<file path="src/rtl/ps2_host_rx.sv">
// Host-side PS/2 receiver: synchronises and deglitches clock/data, decodes 11-bit frames
// and queues good bytes in a show-ahead FIFO with parity/framing/overflow reporting.
module ps2_host_rx #(
   parameter int unsigned FILTER    = 4,
   parameter int unsigned TIMEOUT   = 2000,
   parameter int unsigned FIFO_BITS = 3
) (
   input  logic       clk_sys,
   input  logic       reset_n,
   input  logic       ps2_clk,
   input  logic       ps2_data,
   input  logic       rd,
   input  logic       clr_ovf,
   output logic [7:0] dout,
   output logic       empty,
   output logic       full,
   output logic       overflow,
   output logic       err_parity,
   output logic       err_frame,
   output logic       busy
);

   localparam int unsigned FW    = $clog2(FILTER + 1);
   localparam int unsigned TW    = $clog2(TIMEOUT + 1);
   localparam int unsigned DEPTH = 2 ** FIFO_BITS;
   localparam logic [FW-1:0] FiltLast = FW'(FILTER - 1);
   localparam logic [TW-1:0] TmoLast  = TW'(TIMEOUT - 1);

   typedef enum logic [1:0] {StIdle, StData, StParity, StStop} state_e;

   logic [1:0]         clk_sync_q, data_sync_q;
   logic               clk_filt_q, clk_filt_d, data_filt_q, data_filt_d;
   logic [FW-1:0]      clk_cnt_q, clk_cnt_d, data_cnt_q, data_cnt_d;
   logic               clk_prev_q, fall_q, edge_q;
   state_e             state_q, state_d;
   logic [2:0]         bit_cnt_q, bit_cnt_d;
   logic [7:0]         sh_q, sh_d;
   logic               par_q, par_d;
   logic [TW-1:0]      tmo_q, tmo_d;
   logic               err_parity_q, err_parity_d, err_frame_q, err_frame_d;
   logic               ovf_q, ovf_d;
   logic [FIFO_BITS:0] wptr_q, wptr_d, rptr_q, rptr_d;
   logic [7:0]         mem_q [DEPTH];
   logic               push, rd_en, wr_en;

   // Glitch filters: the filtered line only follows a synced value that persists FILTER cycles.
   always_comb begin
      clk_filt_d  = clk_filt_q;
      clk_cnt_d   = '0;
      data_filt_d = data_filt_q;
      data_cnt_d  = '0;
      if (clk_sync_q[1] != clk_filt_q) begin
         if (clk_cnt_q == FiltLast) clk_filt_d = ~clk_filt_q;
         else                       clk_cnt_d  = clk_cnt_q + 1'b1;
      end
      if (data_sync_q[1] != data_filt_q) begin
         if (data_cnt_q == FiltLast) data_filt_d = ~data_filt_q;
         else                        data_cnt_d  = data_cnt_q + 1'b1;
      end
   end

   always_comb begin
      state_d      = state_q;
      bit_cnt_d    = bit_cnt_q;
      sh_d         = sh_q;
      par_d        = par_q;
      tmo_d        = tmo_q;
      err_parity_d = 1'b0;
      err_frame_d  = 1'b0;
      push         = 1'b0;

      if (state_q == StIdle || edge_q) begin
         tmo_d = '0;
      end else if (tmo_q == TmoLast) begin
         tmo_d       = '0;
         state_d     = StIdle;
         err_frame_d = 1'b1;
      end else begin
         tmo_d = tmo_q + 1'b1;
      end

      if (fall_q) begin
         case (state_q)
            StIdle: begin
               if (!data_filt_q) begin
                  state_d   = StData;
                  bit_cnt_d = '0;
               end
            end
            StData: begin
               sh_d      = {data_filt_q, sh_q[7:1]};
               bit_cnt_d = bit_cnt_q + 1'b1;
               if (bit_cnt_q == 3'd7) state_d = StParity;
            end
            StParity: begin
               par_d   = data_filt_q;
               state_d = StStop;
            end
            StStop: begin
               state_d = StIdle;
               if (!data_filt_q)          err_frame_d  = 1'b1;
               else if (!(^{sh_q, par_q})) err_parity_d = 1'b1;
               else                        push         = 1'b1;
            end
            default: state_d = StIdle;
         endcase
      end
   end

   // A full FIFO still accepts a push when the head is popped in the same cycle.
   always_comb begin
      rd_en  = rd & ~empty;
      wr_en  = push & (~full | rd_en);
      wptr_d = wr_en ? wptr_q + 1'b1 : wptr_q;
      rptr_d = rd_en ? rptr_q + 1'b1 : rptr_q;
      ovf_d  = (ovf_q & ~clr_ovf) | (push & full & ~rd_en);
   end

   always_ff @(posedge clk_sys) begin
      if (!reset_n) begin
         clk_sync_q   <= 2'b11;
         data_sync_q  <= 2'b11;
         clk_filt_q   <= 1'b1;
         data_filt_q  <= 1'b1;
         clk_cnt_q    <= '0;
         data_cnt_q   <= '0;
         clk_prev_q   <= 1'b1;
         fall_q       <= 1'b0;
         edge_q       <= 1'b0;
         state_q      <= StIdle;
         bit_cnt_q    <= '0;
         sh_q         <= '0;
         par_q        <= 1'b0;
         tmo_q        <= '0;
         err_parity_q <= 1'b0;
         err_frame_q  <= 1'b0;
         ovf_q        <= 1'b0;
         wptr_q       <= '0;
         rptr_q       <= '0;
      end else begin
         clk_sync_q   <= {clk_sync_q[0], ps2_clk};
         data_sync_q  <= {data_sync_q[0], ps2_data};
         clk_filt_q   <= clk_filt_d;
         data_filt_q  <= data_filt_d;
         clk_cnt_q    <= clk_cnt_d;
         data_cnt_q   <= data_cnt_d;
         clk_prev_q   <= clk_filt_q;
         fall_q       <= clk_prev_q & ~clk_filt_q;
         edge_q       <= clk_prev_q ^ clk_filt_q;
         state_q      <= state_d;
         bit_cnt_q    <= bit_cnt_d;
         sh_q         <= sh_d;
         par_q        <= par_d;
         tmo_q        <= tmo_d;
         err_parity_q <= err_parity_d;
         err_frame_q  <= err_frame_d;
         ovf_q        <= ovf_d;
         wptr_q       <= wptr_d;
         rptr_q       <= rptr_d;
      end
   end

   always_ff @(posedge clk_sys) begin
      if (wr_en) mem_q[wptr_q[FIFO_BITS-1:0]] <= sh_q;
   end

   always_comb begin
      empty      = (wptr_q == rptr_q);
      full       = (wptr_q[FIFO_BITS] != rptr_q[FIFO_BITS]) &&
                   (wptr_q[FIFO_BITS-1:0] == rptr_q[FIFO_BITS-1:0]);
      dout       = empty ? 8'h00 : mem_q[rptr_q[FIFO_BITS-1:0]];
      overflow   = ovf_q;
      err_parity = err_parity_q;
      err_frame  = err_frame_q;
      busy       = (state_q != StIdle);
   end

endmodule

</file>
<file path="config.mk">
export PLATFORM = sky130hd
export DESIGN_NAME = ps2_host_rx
export DESIGN_NICKNAME = d
export VERILOG_FILES = /design/src/rtl/ps2_host_rx.sv
export SDC_FILE = /design/constraint.sdc
export NUM_CORES = 1
export LEC_CHECK = 0
export BUFFER_PORTS_ARGS = -buffer_cell sky130_fd_sc_hd__buf_4
export CORE_UTILIZATION = 50
export CTS_CLUSTER_SIZE = 25
export DETAILED_ROUTE_END_ITERATION = 10
export PLACE_DENSITY = 0.67
export SYNTH_ARGS = -nofsm -noshare
export SYNTH_HDL_FRONTEND = slang
export SYNTH_SLANG_ARGS = --single-unit
</file>
<file path="constraint.sdc">
create_clock -name clk_sys -period 4 [get_ports clk_sys]
set_clock_uncertainty 0.05 [all_clocks]
set_input_delay 0.8 -clock clk_sys [delete_from_list [all_inputs] [get_ports clk_sys]]
set_output_delay 0.8 -clock clk_sys [all_outputs]
set_load 0.02 [all_outputs]
</file>
After elaboration in Yosys (flattened, before gate mapping)
Memory sizes are Yosys's and may differ from the RTL's. A register that Yosys moved wholly into a read port is not among the register bits.
Index checks and enable logic that the tools add are counted.
{"block": "classes", "n_addsub": 6, "n_mul": 0, "div": 0, "n_lt_le_gt_ge": 0, "n_eq_ne": 13, "shifts": 0, "mux": 23, "n_bitwise": 18, "n_reduce_logical": 15}
{"operator": "1-bit two-way mux", "count": 12}
{"operator": "11-bit by 1-bit adder with 11-bit output, second input constant", "count": 1}
{"operator": "11-bit == test, second input constant", "count": 1}
{"operator": "2-bit two-way mux", "count": 5}
{"operator": "3-bit by 1-bit adder with 3-bit output, second input constant", "count": 3}
{"operator": "3-bit two-way mux", "count": 3}
{"operator": "1-bit NOT", "count": 9}
{"operator": "3-bit OR reduction", "count": 3}
{"operator": "9-bit XOR reduction", "count": 1}
{"operator": "4-bit by 1-bit adder with 4-bit output, second input constant", "count": 2}
{"operator": "8-bit two-way mux", "count": 1}
{"operator": "2-bit one-hot mux with 4 select lines", "count": 1}
{"operator": "2-bit AND reduction", "count": 4}
{"operator": "1-bit AND", "count": 6}
{"operator": "3-bit by 2-bit == test with 1-bit output, second input constant", "count": 2}
{"operator": "3-bit one-hot mux with 2 select lines", "count": 1}
{"operator": "2-bit == test, second input constant", "count": 2}
{"operator": "4-bit == test", "count": 1}
{"operator": "4-bit AND reduction", "count": 1}
{"operator": "2-bit nonzero test", "count": 2}
{"operator": "3-bit == test", "count": 1}
{"operator": "3-bit == test, second input constant", "count": 1}
{"operator": "1-bit inequality test", "count": 3}
{"operator": "3-bit AND reduction", "count": 1}
{"operator": "7 further kinds", "count": 8}
{"block": "word_totals", "regBits": 51, "latchBits": 0, "ramBits": 64, "romBits": 0, "in_bits": 6, "elab_cells": 95, "mem_count": 1}
{"name": "mem_q", "depth": 8, "width": 8, "rd": 1, "rd_ports_with_merged_regs": 1, "wr": 1, "line_no": "43", "source": "logic [7:0] mem_q [DEPTH];"}

Longest topological paths before layout
{"block": "logic_depth", "word_depth": 8, "ltp_mapped": 7, "ltp_nobuf": 6}

Worst setup path before layout
Ideal clock, no wire load.
{"block": "synth_path", "kind": "flip-flop to flip-flop", "start": "reg sh_q[5]", "end": "mem mem_q[0][0] (enable)", "setup_ns": 0.395, "t_arrival_ns": 2.352, "t_required_ns": 3.555, "path_slack_ns": 1.204, "stages_incl_launch_ff": 6, "path_buffers": 0, "cell_sequence": "dfxtp_1 -> xor2_1 -> xnor3_2 -> a2111oi_4 -> nor2_2 -> nor4_1"}
{"block": "synth_between", "elab_chain_cells": 8}
{"item": "start: declaration", "line_no": "37", "source": "logic [7:0] sh_q, sh_d;"}
{"item": "start signal: assignment", "line_no": "132", "source": "sh_q <= '0;"}
{"item": "start signal: assignment", "line_no": "152", "source": "sh_q <= sh_d;"}
{"item": "9-bit XOR reduction", "line_no": "102", "source": "else if (!(^{sh_q, par_q})) err_parity_d = 1'b1;"}
{"item": "1-bit two-way mux", "line_no": "102"}
{"item": "1-bit two-way mux", "line_no": "101", "source": "if (!data_filt_q) err_frame_d = 1'b1;"}
{"item": "1-bit two-way mux", "line_no": "83", "source": "case (state_q)"}
{"item": "1-bit two-way mux", "line_no": "82", "source": "if (fall_q) begin"}
{"item": "1-bit AND", "line_no": "113", "source": "wr_en = push & (~full | rd_en);"}
{"item": "1-bit two-way mux", "line_no": "164", "source": "if (wr_en) mem_q[wptr_q[FIFO_BITS-1:0]] <= sh_q;"}
{"item": "1-bit two-way mux (not written as such)", "line_no": "164"}
{"item": "end: declaration", "line_no": "43"}
No other way between the ends.

==> results <==
- The startpoint of the most critical register-to-register path is sh_q[5].
- Global routing finished with a remaining overflow of 0.
- The power density relative to cell area is 511 nW/um2.
- After the first detailed-routing iteration, the DRC count stood at 125.
- The signal on the critical path passes through mux4_2 > mux2i_1 > nor2_1 > buf_4.
- The maximum clock path buffer count is 2.
- The data arrival time of the critical path is 2.20 ns.
- The initial antenna violation count came to 0.
- The number of top-level pins is 20.
- The count of buffer and inverter cells on the critical path is 1.
- Fill cells in the final layout number 711.
- The required time reported for the critical path endpoint is 3.15 ns.
- Clock tree synthesis selected as its root buffer the cell clkbuf_8.
- The largest family of logic cells by synthesized area is multiplexers.
- The sum of negative setup slack is 0 ns.
- In this run the tightest slew margin relative to its limit is 0.418.
- The number of hold violations in the final report is 0.
- After detailed routing, the number of remaining DRC violations is 0.
- Setup slack on the worst reg-to-reg path comes out at 1.19 ns.
- The width of the die is 99.4 um.
- The clock period minus final worst setup slack is 3.05 ns.
- The analysis attributes to cell leakage a power of 2.06 nW.
- The gate count after technology mapping is 355.
- The placement-stage cell area is 5010 um2.
- TritonCTS built the clock tree.
- The total die area is 9880 um2.
- The placeable core area is 9200 um2.
- The synthesized-area fraction occupied by adder cells is 0.0264.
- The aggregate routed wire length is 8.40 mm.
- The via count of the first global-routing pass is 2705.
- The deepest level of the CTS H-tree is 4.
- At the placement stage, the worst setup path has a slack of 1.19 ns.
- The number of cell instances on the worst register-to-register path is 5.
- At the pin with the least slew margin, the transition time is 0.870 ns.
- The congestion estimate from routability-driven global placement came to 0.829.
- The xor and xnor area share after synthesis is 0.0493.
- In this run, distinct cell masters in the synthesized netlist total 36.
- The post-route fraction of the period consumed by the critical path is 0.762.
- The y dimension of the die is 99.4 um.
- The via density per instance is 5.37.
- The run finished with clean final reports.
- The worst-case setup margin in the final layout is 0.951 ns.
- Summing every instance area after synthesis gives 4740 um2.
- The part of the Yosys area used for sequential elements is 0.633.
- In this run the worst path has a maximum fanout of 16.
- The pin count of the biggest net entering global routing is 26.
- The detailed-router iteration count before antenna repair is 4.
- For this design, the sink count on the clock tree is 118.
- The design area is 5640 um2.
- In this run, post-CTS repair resized a total of 0 instances.
- In this run the worst hold path is classified as reg2reg.
- The relative area change from synthesis to final layout is 18.9%.
- The worst setup path is launched from a flop.
- The multiplexer share of the synthesized area is 0.116.
- TritonCTS created 17 clock buffers.
- The total of flip-flops plus latches after synthesis is 118.
- The total power is 0.00288 W.
- Post-CTS timing repair inserted 0 buffers for setup.
- The number of routed nets with antenna violations is 0.
- After floorplanning, the core was divided into 35 placement rows.
- After legalization and detailed placement, the total HPWL measured 5.20 mm.
- The simple-gate area share of the yosys netlist is 0.113.
- The highest clock frequency the design can meet is 328 MHz.
- The number of maximum-capacitance violations is 0.
- The fraction of layout instances using a drive strength above 1 is 0.189.
- Clock latency on the worst-skew pair, taken at its later pin, is 0.49 ns.
- Hold repair after CTS inserted 0 buffers.
- Dividing the detail-routed wire length by the instance count gives 16.6 um.
- IR analysis of the VDD net gives a maximum drop of 0.359 mV.
- For hold timing, the worst endpoint is clk_sync_q[1].
- The capturing point of the worst reg2reg path is mem_q[7][3].
- The number of antenna diodes in the final layout is 0.
- The critical path endpoint category is a primary output.
- For this run, the number of Yosys warnings is 0.
- The fraction of the mapped netlist area in compound gates is 0.0343.
- The cell depth of the worst min-delay path is 1.
- In this run the tool buffered the top-level ports with 19 buffer cells.
- The library cell contributing the largest single delay on the critical path is dfxtp_1.
- The overall routing resource usage is 0.188.
- On the final layout, the worst hold slack is 0.359 ns.
- The initial utilization of the core area, before any placement, comes to 0.516.
- The count of final max-slew check failures was 0.
- The net count of the finished layout is 399.
- The type of the worst setup path is reg2out.
- In this run the most critical hold path is launched from clk_sync_q[0].
- The clock-pin slew reported for the worst setup and hold paths after clock tree synthesis is 0.06 ns.
- The first-pass GRT wire length is 13.8 mm.
- The total via count in the routed design is 2721.
- The family of cells with the greatest summed delay on the critical path is flip-flops.
- The largest single stage delay on the critical path is 0.84 ns.
- Setup repair after global routing left no endpoint under its margin.
- The synthesized area divided by synthesized cell count is 13.4 um2.
- The number of endpoints failing setup at the final stage is 0.
- The net count after synthesis is 371.
[cells by family (layout without fill, tap and decap cells)]
kind of cell | Yosys count | after routing
flops | 118 | 118
mux | 35 | 35
xor+xnor | 25 | 25
compound gates | 22 | 22
simple gates | 112 | 112
fa+ha+maj | 10 | 10
buf+inv | 33 | 74
[stage by stage]
step / instances / util
after CTS: 507 / 0.613
after global routing: 507 / 0.613
after global placement: 475 / 0.545
final: 507 / 0.613
after floorplan: 355 / -
after detailed placement: 475 / 0.545
[final cells by class]
type,count,area (um2),share of cell area
sequential,118,3000,0.533
multi-input combinational,204,1620,0.287
tap,111,139,0.0246
clock buffer,19,422,0.0748
inverter,16,60.1,0.0107
timing repair buffer,26,195,0.0346
clock inverter,13,204,0.0362
[layer usage]
metal,share of wire,GRT usage
met1,0.46,0.235
met3,0.030,0.0576
met4,0.011,0.0588
met2,0.50,0.316
met5,0,0
[worst register-to-register path: stages (launching register included)]
cell and delay, ns:
dfxtp_1 0.54, xor2_1 0.18, xnor3_2 0.49, a2111oi_4 0.36, nor2_2 0.13, nor2_1 0.69
[synth_stat cells]
library cell | number | area, um2
a2111oi_4 | 1 | 27.5
a21oi_1 | 8 | 40.0
a31oi_1 | 1 | 6.26
and2_1 | 1 | 6.26
and3_1 | 4 | 25.0
and4_1 | 2 | 17.5
buf_1 | 2 | 7.51
buf_2 | 6 | 30.0
clkbuf_1 | 9 | 33.8
dfxtp_1 | 54 | 1080
edfxtp_1 | 64 | 1920
ha_1 | 10 | 125
inv_1 | 16 | 60.1
mux2i_1 | 19 | 190
mux4_2 | 16 | 360
nand2_1 | 13 | 48.8
nand2b_1 | 8 | 50.1
nand3_1 | 10 | 50.1
nand3b_1 | 2 | 15.0
nand4_1 | 4 | 25.0
nand4b_1 | 1 | 8.76
nor2_1 | 53 | 199
nor2_2 | 1 | 6.26
nor3_1 | 3 | 15.0
nor3_2 | 1 | 10.0
nor4_1 | 4 | 25.0
nor4b_1 | 1 | 8.76
o2111a_1 | 1 | 11.3
o211ai_1 | 6 | 45.0
o21ai_0 | 3 | 15.0
o41ai_1 | 2 | 17.5
or3_1 | 2 | 12.5
or4_1 | 2 | 15.0
xnor2_1 | 13 | 114
xnor3_2 | 1 | 23.8
xor2_1 | 11 | 96.3
[where the power goes]
part	total [W]	internal (W)	leakage (nW)	switching (W)
Clock	0.00160	0.00107	0.297	0.000525
Sequential	0.00127	0.00127	1.03	0.00000104
Combinational	0.0000153	0.00000577	0.738	0.00000951
[how the worst max path moves through the flow]
stage	startpoint	cells after the start	to	slack [ns]
global route	flop	4	dout[3]	0.80
finish	flop	4	dout[3]	0.95
CTS	flop	4	dout[3]	0.92
global placement	sh_q[5]	5	mem_q[7][2]	1.29
floorplan	sh_q[5]	5	mem_q[0][0]	1.20
detailed placement	sh_q[5]	5	mem_q[7][0]	1.19
[state kept, by name, summed over array words and instances, names as in the netlist, 2 cells and up, named ones only]
signal       count
mem_q           64
tmo_q           11
sh_q             8
rptr_q           4
wptr_q           4
bit_cnt_q        3
clk_cnt_q        3
data_cnt_q       3
clk_sync_q       2
data_sync_q      2
state_q          2
[placed cells by master, fill, tap and decap left out, types with 2 or more instances in the layout]
master | synthesis | routed
dfxtp_1 | 54 | 54
o211ai_1 | 6 | 6
nand2_1 | 13 | 13
clkinv_1 | 0 | 2
nor3_1 | 3 | 3
nor2_1 | 53 | 53
xnor2_1 | 13 | 13
mux2i_1 | 19 | 19
ha_1 | 10 | 10
a21oi_1 | 8 | 8
inv_1 | 16 | 16
nand3_1 | 10 | 10
and4_1 | 2 | 2
o21ai_0 | 3 | 3
nand4_1 | 4 | 4
nand3b_1 | 2 | 2
or3_1 | 2 | 2
o41ai_1 | 2 | 2
clkbuf_1 | 9 | 2
mux4_2 | 16 | 16
bufinv_16 | 0 | 5
nor4_1 | 4 | 4
clkinvlp_4 | 0 | 2
clkinv_4 | 0 | 2
or4_1 | 2 | 2
nand2b_1 | 8 | 8
clkbuf_16 | 0 | 16
and3_1 | 4 | 4
edfxtp_1 | 64 | 64
buf_4 | 0 | 26
xor2_1 | 11 | 11
Power figures use the tool's default switching activity.
